==> config.mk <==
export PLATFORM = sky130hd
export DESIGN_NAME = pipe_stage_reg
export DESIGN_NICKNAME = d
export VERILOG_FILES = /design/src/rtl/pipe_stage_reg.sv
export SDC_FILE = /design/constraint.sdc
export NUM_CORES = 1
export LEC_CHECK = 0
export ABC_CLOCK_PERIOD_IN_PS = 10300
export CAP_MARGIN = 20
export CORE_MARGIN = 4
export CORE_UTILIZATION = 45
export DETAILED_ROUTE_END_ITERATION = 10
export PLACE_DENSITY = 0.76
export RECOVER_POWER = 50
export SYNTH_ARGS = -nofsm -noshare
export SYNTH_HDL_FRONTEND = slang
export SYNTH_SLANG_ARGS = --single-unit
==> constraint.sdc <==
create_clock -name i_clock -period 10.3 [get_ports i_clock]
set_input_delay 1.545 -clock i_clock [delete_from_list [all_inputs] [get_ports i_clock]]
set_output_delay 1.545 -clock i_clock [all_outputs]
set_load 0.005 [all_outputs]
==> src/rtl/pipe_stage_reg.sv <==
// Generic inter-stage pipeline register with valid/ready handshake, 2-entry skid buffer,
// synchronous flush and debug-step enable. Optional bubble counter: PIPE_STAGE_BUBBLE_CNT_EN.
module pipe_stage_reg #(
    parameter int NB_CTRL = 12,
    parameter int NB_DATA = 148,
    parameter int NB_CNT  = 16
) (
    input  logic               i_clock,
    input  logic               i_reset,
    input  logic               i_enable,
    input  logic               i_flush,
    input  logic               i_valid,
    output logic               o_ready,
    input  logic [NB_CTRL-1:0] i_ctrl,
    input  logic [NB_DATA-1:0] i_data,
    output logic               o_valid,
    input  logic               i_ready,
    output logic [NB_CTRL-1:0] o_ctrl,
    output logic [NB_DATA-1:0] o_data,
    output logic [NB_CNT-1:0]  o_bubble_cnt
);

    typedef enum logic [1:0] {
        EMPTY = 2'd0,
        ONE   = 2'd1,
        FULL  = 2'd2
    } state_t;

    state_t             r_state;
    state_t             w_state_next;
    logic [NB_CTRL-1:0] r_m_ctrl;
    logic [NB_DATA-1:0] r_m_data;
    logic [NB_CTRL-1:0] r_s_ctrl;
    logic [NB_DATA-1:0] r_s_data;

    logic w_m_valid;
    logic w_s_valid;
    logic w_acc;
    logic w_tak;
    logic w_load_main_in;
    logic w_load_main_skid;
    logic w_load_skid;

    assign w_m_valid = (r_state != EMPTY);
    assign w_s_valid = (r_state == FULL);

    // Ready is a function of registered occupancy only, which keeps it off the downstream path.
    assign o_ready = i_enable & ~w_s_valid & ~i_reset;
    assign o_valid = w_m_valid & i_enable;
    assign o_ctrl  = w_m_valid ? r_m_ctrl : '0;
    assign o_data  = r_m_data;

    assign w_acc = i_valid & o_ready;
    assign w_tak = o_valid & i_ready;

    always_ff @(posedge i_clock or posedge i_reset) begin
        if (i_reset) begin
            r_state <= EMPTY;
        end else begin
            r_state <= w_state_next;
        end
    end

    always_comb begin
        w_state_next     = r_state;
        w_load_main_in   = 1'b0;
        w_load_main_skid = 1'b0;
        w_load_skid      = 1'b0;
        if (i_flush) begin
            w_state_next = EMPTY;
        end else if (i_enable) begin
            case (r_state)
                EMPTY: begin
                    if (w_acc) begin
                        w_state_next   = ONE;
                        w_load_main_in = 1'b1;
                    end
                end
                ONE: begin
                    if (w_acc && w_tak) begin
                        w_load_main_in = 1'b1;
                    end else if (w_acc) begin
                        w_state_next = FULL;
                        w_load_skid  = 1'b1;
                    end else if (w_tak) begin
                        w_state_next = EMPTY;
                    end
                end
                FULL: begin
                    if (w_tak) begin
                        w_state_next     = ONE;
                        w_load_main_skid = 1'b1;
                    end
                end
                default: w_state_next = EMPTY;
            endcase
        end
    end

    // A flush turns the main entry into a bubble; data is left as-is since consumers ignore it.
    always_ff @(posedge i_clock or posedge i_reset) begin
        if (i_reset) begin
            r_m_ctrl <= '0;
            r_m_data <= '0;
            r_s_ctrl <= '0;
            r_s_data <= '0;
        end else if (i_flush) begin
            r_m_ctrl <= '0;
        end else begin
            if (w_load_main_in) begin
                r_m_ctrl <= i_ctrl;
                r_m_data <= i_data;
            end else if (w_load_main_skid) begin
                r_m_ctrl <= r_s_ctrl;
                r_m_data <= r_s_data;
            end
            if (w_load_skid) begin
                r_s_ctrl <= i_ctrl;
                r_s_data <= i_data;
            end
        end
    end

`ifdef PIPE_STAGE_BUBBLE_CNT_EN
    logic [NB_CNT-1:0] r_bubble_cnt;

    // Saturating count of enabled cycles with nothing presented downstream; flush does not clear it.
    always_ff @(posedge i_clock or posedge i_reset) begin
        if (i_reset) begin
            r_bubble_cnt <= '0;
        end else if (i_enable && !w_m_valid && (r_bubble_cnt != '1)) begin
            r_bubble_cnt <= r_bubble_cnt + {{(NB_CNT-1){1'b0}}, 1'b1};
        end
    end

    assign o_bubble_cnt = r_bubble_cnt;
`else
    assign o_bubble_cnt = '0;
`endif

endmodule

After elaboration in Yosys (flattened, before gate mapping):

Index checks and enable logic that the tools add are counted.

* flip-flop bits (word level): 322
* bits in latches: 0
* bits in writable memories: 0
* ROM bits: 0
* input port bits: 166
* output and inout port bits: 178
* memories: 0

* add/subtract/negate cells: 0
* multiply operators: 0
* div/mod/pow operators: 0
* $lt $le $gt $ge: 0
* eq/ne operators: 6
* shift-type cells: 0
* muxes and demuxes: 27
* bitwise operators: 8
* reductions and logical operators: 9

Operators by type and width (number)
* two-way mux 148 bit: 2
* two-way mux 12 bit: 4
* two-way mux 2 bit: 7
* two-way mux 1 bit: 12
* != test 3 bit (second input constant): 2
* case mux 2 bit (3 select lines): 1
* nonzero test 2 bit: 3
* bitwise AND 1 bit: 5
* AND reduction 5 bit: 1
* != test 4 bit (second input constant): 1
* AND reduction 2 bit: 2
* != test 3 x 2 -> 1 bit (second input constant): 1
* NOT 1 bit: 3
* nonzero test 3 bit: 1
* equality test 2 x 1 -> 1 bit (second input constant): 1
* equality test 2 bit (second input constant): 1
* logical NOT 2 bit: 1
* case mux 1 bit (2 select lines): 1
* logical AND 1 bit: 1

Logic depth before layout (Yosys ltp):

* word-level depth: 12
* mapped depth: 7
* gate-level depth less buffers: 3

Worst setup path before layout:

Ideal clock, no wire load.

* kind: input to output
* start: input port i_enable
* end: output port o_ready
* arrival time: 2.341 ns
* slack: 6.414 ns
* cell stages on the path: 4
* path buffers: 2
* cell sequence: clkinv_1 clkbuf_1 clkbuf_1 nor3_1

* word-level cells in the longest chain between the ends: 2

RTL lines
* start, declared: line 10 `input logic i_enable,`
* bitwise AND 1 bit (2 in series): line 48 `assign o_ready = i_enable & ~w_s_valid & ~i_reset;`
* end, declared: line 13 `output logic o_ready,`

No other way between the ends.

==> metrics.txt <==
status finished with violations; failing checks max-capacitance violations, max-slew violations; clock root cell clkbuf_16; clock period minus final worst setup slack roughly 6.3 ns; Total Routing Usage GR between 20% and 30%; vias post-DR roughly 13000; endpoint type of the worst setup path async pin; final setup margin between 3 and 4 ns; synth unique cells 32; most used cell, CP clkbuf_1; hold path cells 1; drc violations 0; post-CTS sizing 0; FILL cells 2538; multi-input logic area about 5800 um2; Chip Height between 150 and 200 um; Worst setup SP type primary input; CP top delay family buffers and inverters; layout cell share with drive strength beyond 1 8.72%; Clk pwr share between 30% and 40%; setup TNS 0 ns; Critical Path Max Stage Delay between 1.5 and 2 ns; Max-cap violations 3; Synth Area per Inst around 11 um2; relative slew slack -171%; Via density 6.32; Rows between 60 and 70; Switching Share 25.4%; largest net degree at the start of global routing 166; Leakage Power around 7.5 nW; Register-to-Register Path Depth 6; clock sinks 322; number of global-route vias before repair 12500; CTS Hold Buffers Added 0; dpl ws between 4 and 5 ns; first-pass detailed-route iteration total 6; Main synth FF type dfrtp_1; grt met2 use approximately two fifths; DR iter-0 viols about 1200; maximum clock rate roughly 0.16 GHz; Max Slew Vio Count 168; final setup skew between 0.007 and 0.008 ns; worst reg-to-reg setup slack 6.09 ns; Min-Delay Path Class flip-flop to flip-flop; Max rail drop VDD around 0.13 mV; post-DP HPWL 26500 um; yosys warns 0; WS Path Type primary input to async pin; NetSw between 0.8 and 0.9 mW; I/O Pins between 300 and 400; port buffer count roughly 330; crit path DAT about 7 ns; Cells after Synth about 1300; core area roughly 32000 um2; Flop pwr share roughly 46%; WL final approximately 46000 um; P per Cell Area 177 nW/um2; Worst Tran Pin Value between 4 and 5 ns; crit-path cells dlygate4sd3_1, clkinvlp_4, clkbuf_1, clkbuf_1, buf_4; R2R Path Start r_state[1]; Die W 188 um; Fin. Hold Viols 0; FF+latch area 8060 um2; CTS tree built; CP max stage cell clkbuf_1; most instantiated cells after synthesis 322 x dfrtp_1, 160 x nand3_1, 148 x a31oi_1, 148 x nor4_1, 142 x o21ai_0; clock slew at reported path FFs approximately 0.060 ns; RR Endpoint r_s_data[85]; Synth area leader dfrtp_1; largest cells by area after synthesis dfrtp_1 55%, mux2_1 7.7%, a31oi_1 6.4%; Logic pwr share ~17%; Seq/Total Area, Yosys 55.4%; crit-path max FO 76; met3 Use GR 5.44%; clock buffer depth 3; most numerous cell in the Yosys netlist dfrtp_1; H-Tree Depth 2; Post-DRT Antenna Nets 0; total grt overflow 0; WP data required about 11 ns; crit path launch i_reset; Post-synth EDFFs 0; post-CTS setup buffers 0; number of synthesized register bits ~320; CP Capture Point r_s_data[63]; initial antenna violation count 7; Setup violations, final 0; final period utilization 61.3%; worst-skew pair later-pin latency 0.50 ns; met1 Use GR about a third; first-pass GRT wire length around 72000 um; cell depth of the worst setup path 5; RSZ-0062 raised after global routing no; Starting Density a little under half; nets between 1500 and 2000; Avg WL per Cell 23.1 um; Final GP Congestion 0.792; total power 3.35 mW; cell-internal power 2.50 mW; cell area after synthesis 14500 um2; Layout Area Growth over Synthesis 30.2%; area share of the largest cell type after synthesis between 50 and 60%; asr flop ratio synth 100%; CTS buffer count 36; worst path buffer plus inverter count 5; Die ar. between 30000 and 40000 um2; most used routing layer met2
[cells by family (layout without fill, tap and decap cells)]
group | count (synthesis) | count (layout) | synth area share (%)
other | 1 | 20 | 0.0258
buffers and inverters | 179 | 410 | 5.76
and+or+nand+nor | 349 | 349 | 13.6
AOI/OAI and AO/OA | 325 | 325 | 12.8
muxes | 160 | 160 | 12.4
DFF | 322 | 322 | 55.4
[sequential cells by signal (all words and copies together) (netlist names)]
name and flops:
r_state 2, r_m_ctrl 12, o_data 148, r_s_data 148, r_s_ctrl 12
[placed cells by master, fill, tap and decap left out, drive strengths merged]
| cell | count |
|---|---|
| dfrtp | 322 |
| clkdlybuf4s50 | 170 |
| o21ai | 161 |
| nand3 | 160 |
| mux2 | 160 |
| dlygate4sd3 | 155 |
| nor4 | 148 |
| a31oi | 148 |
| clkbuf | 61 |
| buf | 18 |
| conb | 16 |
| nor2b | 15 |
| nor3 | 13 |
| a311oi | 12 |
| diode | 4 |
| nor2 | 3 |
| clkinv | 3 |
| nand4bb | 2 |
| nor3b | 1 |
| inv | 1 |
| or3 | 1 |
| nor4bb | 1 |
| clkinvlp | 1 |
| or3b | 1 |
| a2bb2oi | 1 |
| nand2b | 1 |
| o31a | 1 |
| o32ai | 1 |
| or2 | 1 |
| nand4 | 1 |
| nand2 | 1 |
| a21oi | 1 |
| bufinv | 1 |
[metal layers]
layer	up-vias	routed length, um
li1	5495	-
met1	6362	18500
met2	593	22100
met3	105	3670
met4	6	1640
met5	-	51
[stage by stage]
step	hold slack (ns)	area [um2]	std cells	utilization [%]
5_1_grt	0.491	18900	1988	59.7
4_1_cts	0.487	18900	1981	59.6
3_5_place_dp	0.474	17800	1920	56.0
2_1_floorplan	0.458	14600	1351	-
3_3_place_gp	0.467	17800	1920	56.0
6_report	0.484	18900	1988	59.7
[power by group through the flow]
stage                     Sequential (mW)  Combinational [mW]  Clock (mW)
final                                1.53               0.580        1.24
after global routing                 1.55               0.632        1.32
after CTS                            1.54               0.633        1.26
after detailed placement             1.56               0.630           0
after global placement               1.55               0.611           0
after floorplan                      1.54               0.225           0
[area by class of cell]
type | count | share of cell area, %
Timing Repair Buffer | 347 | 18.2
Tap cell | 402 | 2.66
Clock buffer | 57 | 5.76
Sequential cell | 322 | 42.5
Multi-Input combinational cell | 850 | 30.5
Inverter | 2 | 0.0727
Antenna cell | 4 | 0.0529
Clock inverter | 4 | 0.238
[worst min path at each step]
stage	end	from
2_1_floorplan	r_s_ctrl[0]	r_s_ctrl[0]
3_3_place_gp	r_s_data[142]	r_s_data[142]
3_5_place_dp	r_s_data[137]	r_s_data[137]
4_1_cts	r_s_data[132]	r_s_data[132]
5_1_grt	r_s_data[50]	r_s_data[50]
6_report	r_s_data[129]	r_s_data[129]
(Power assumes the default switching activity.)
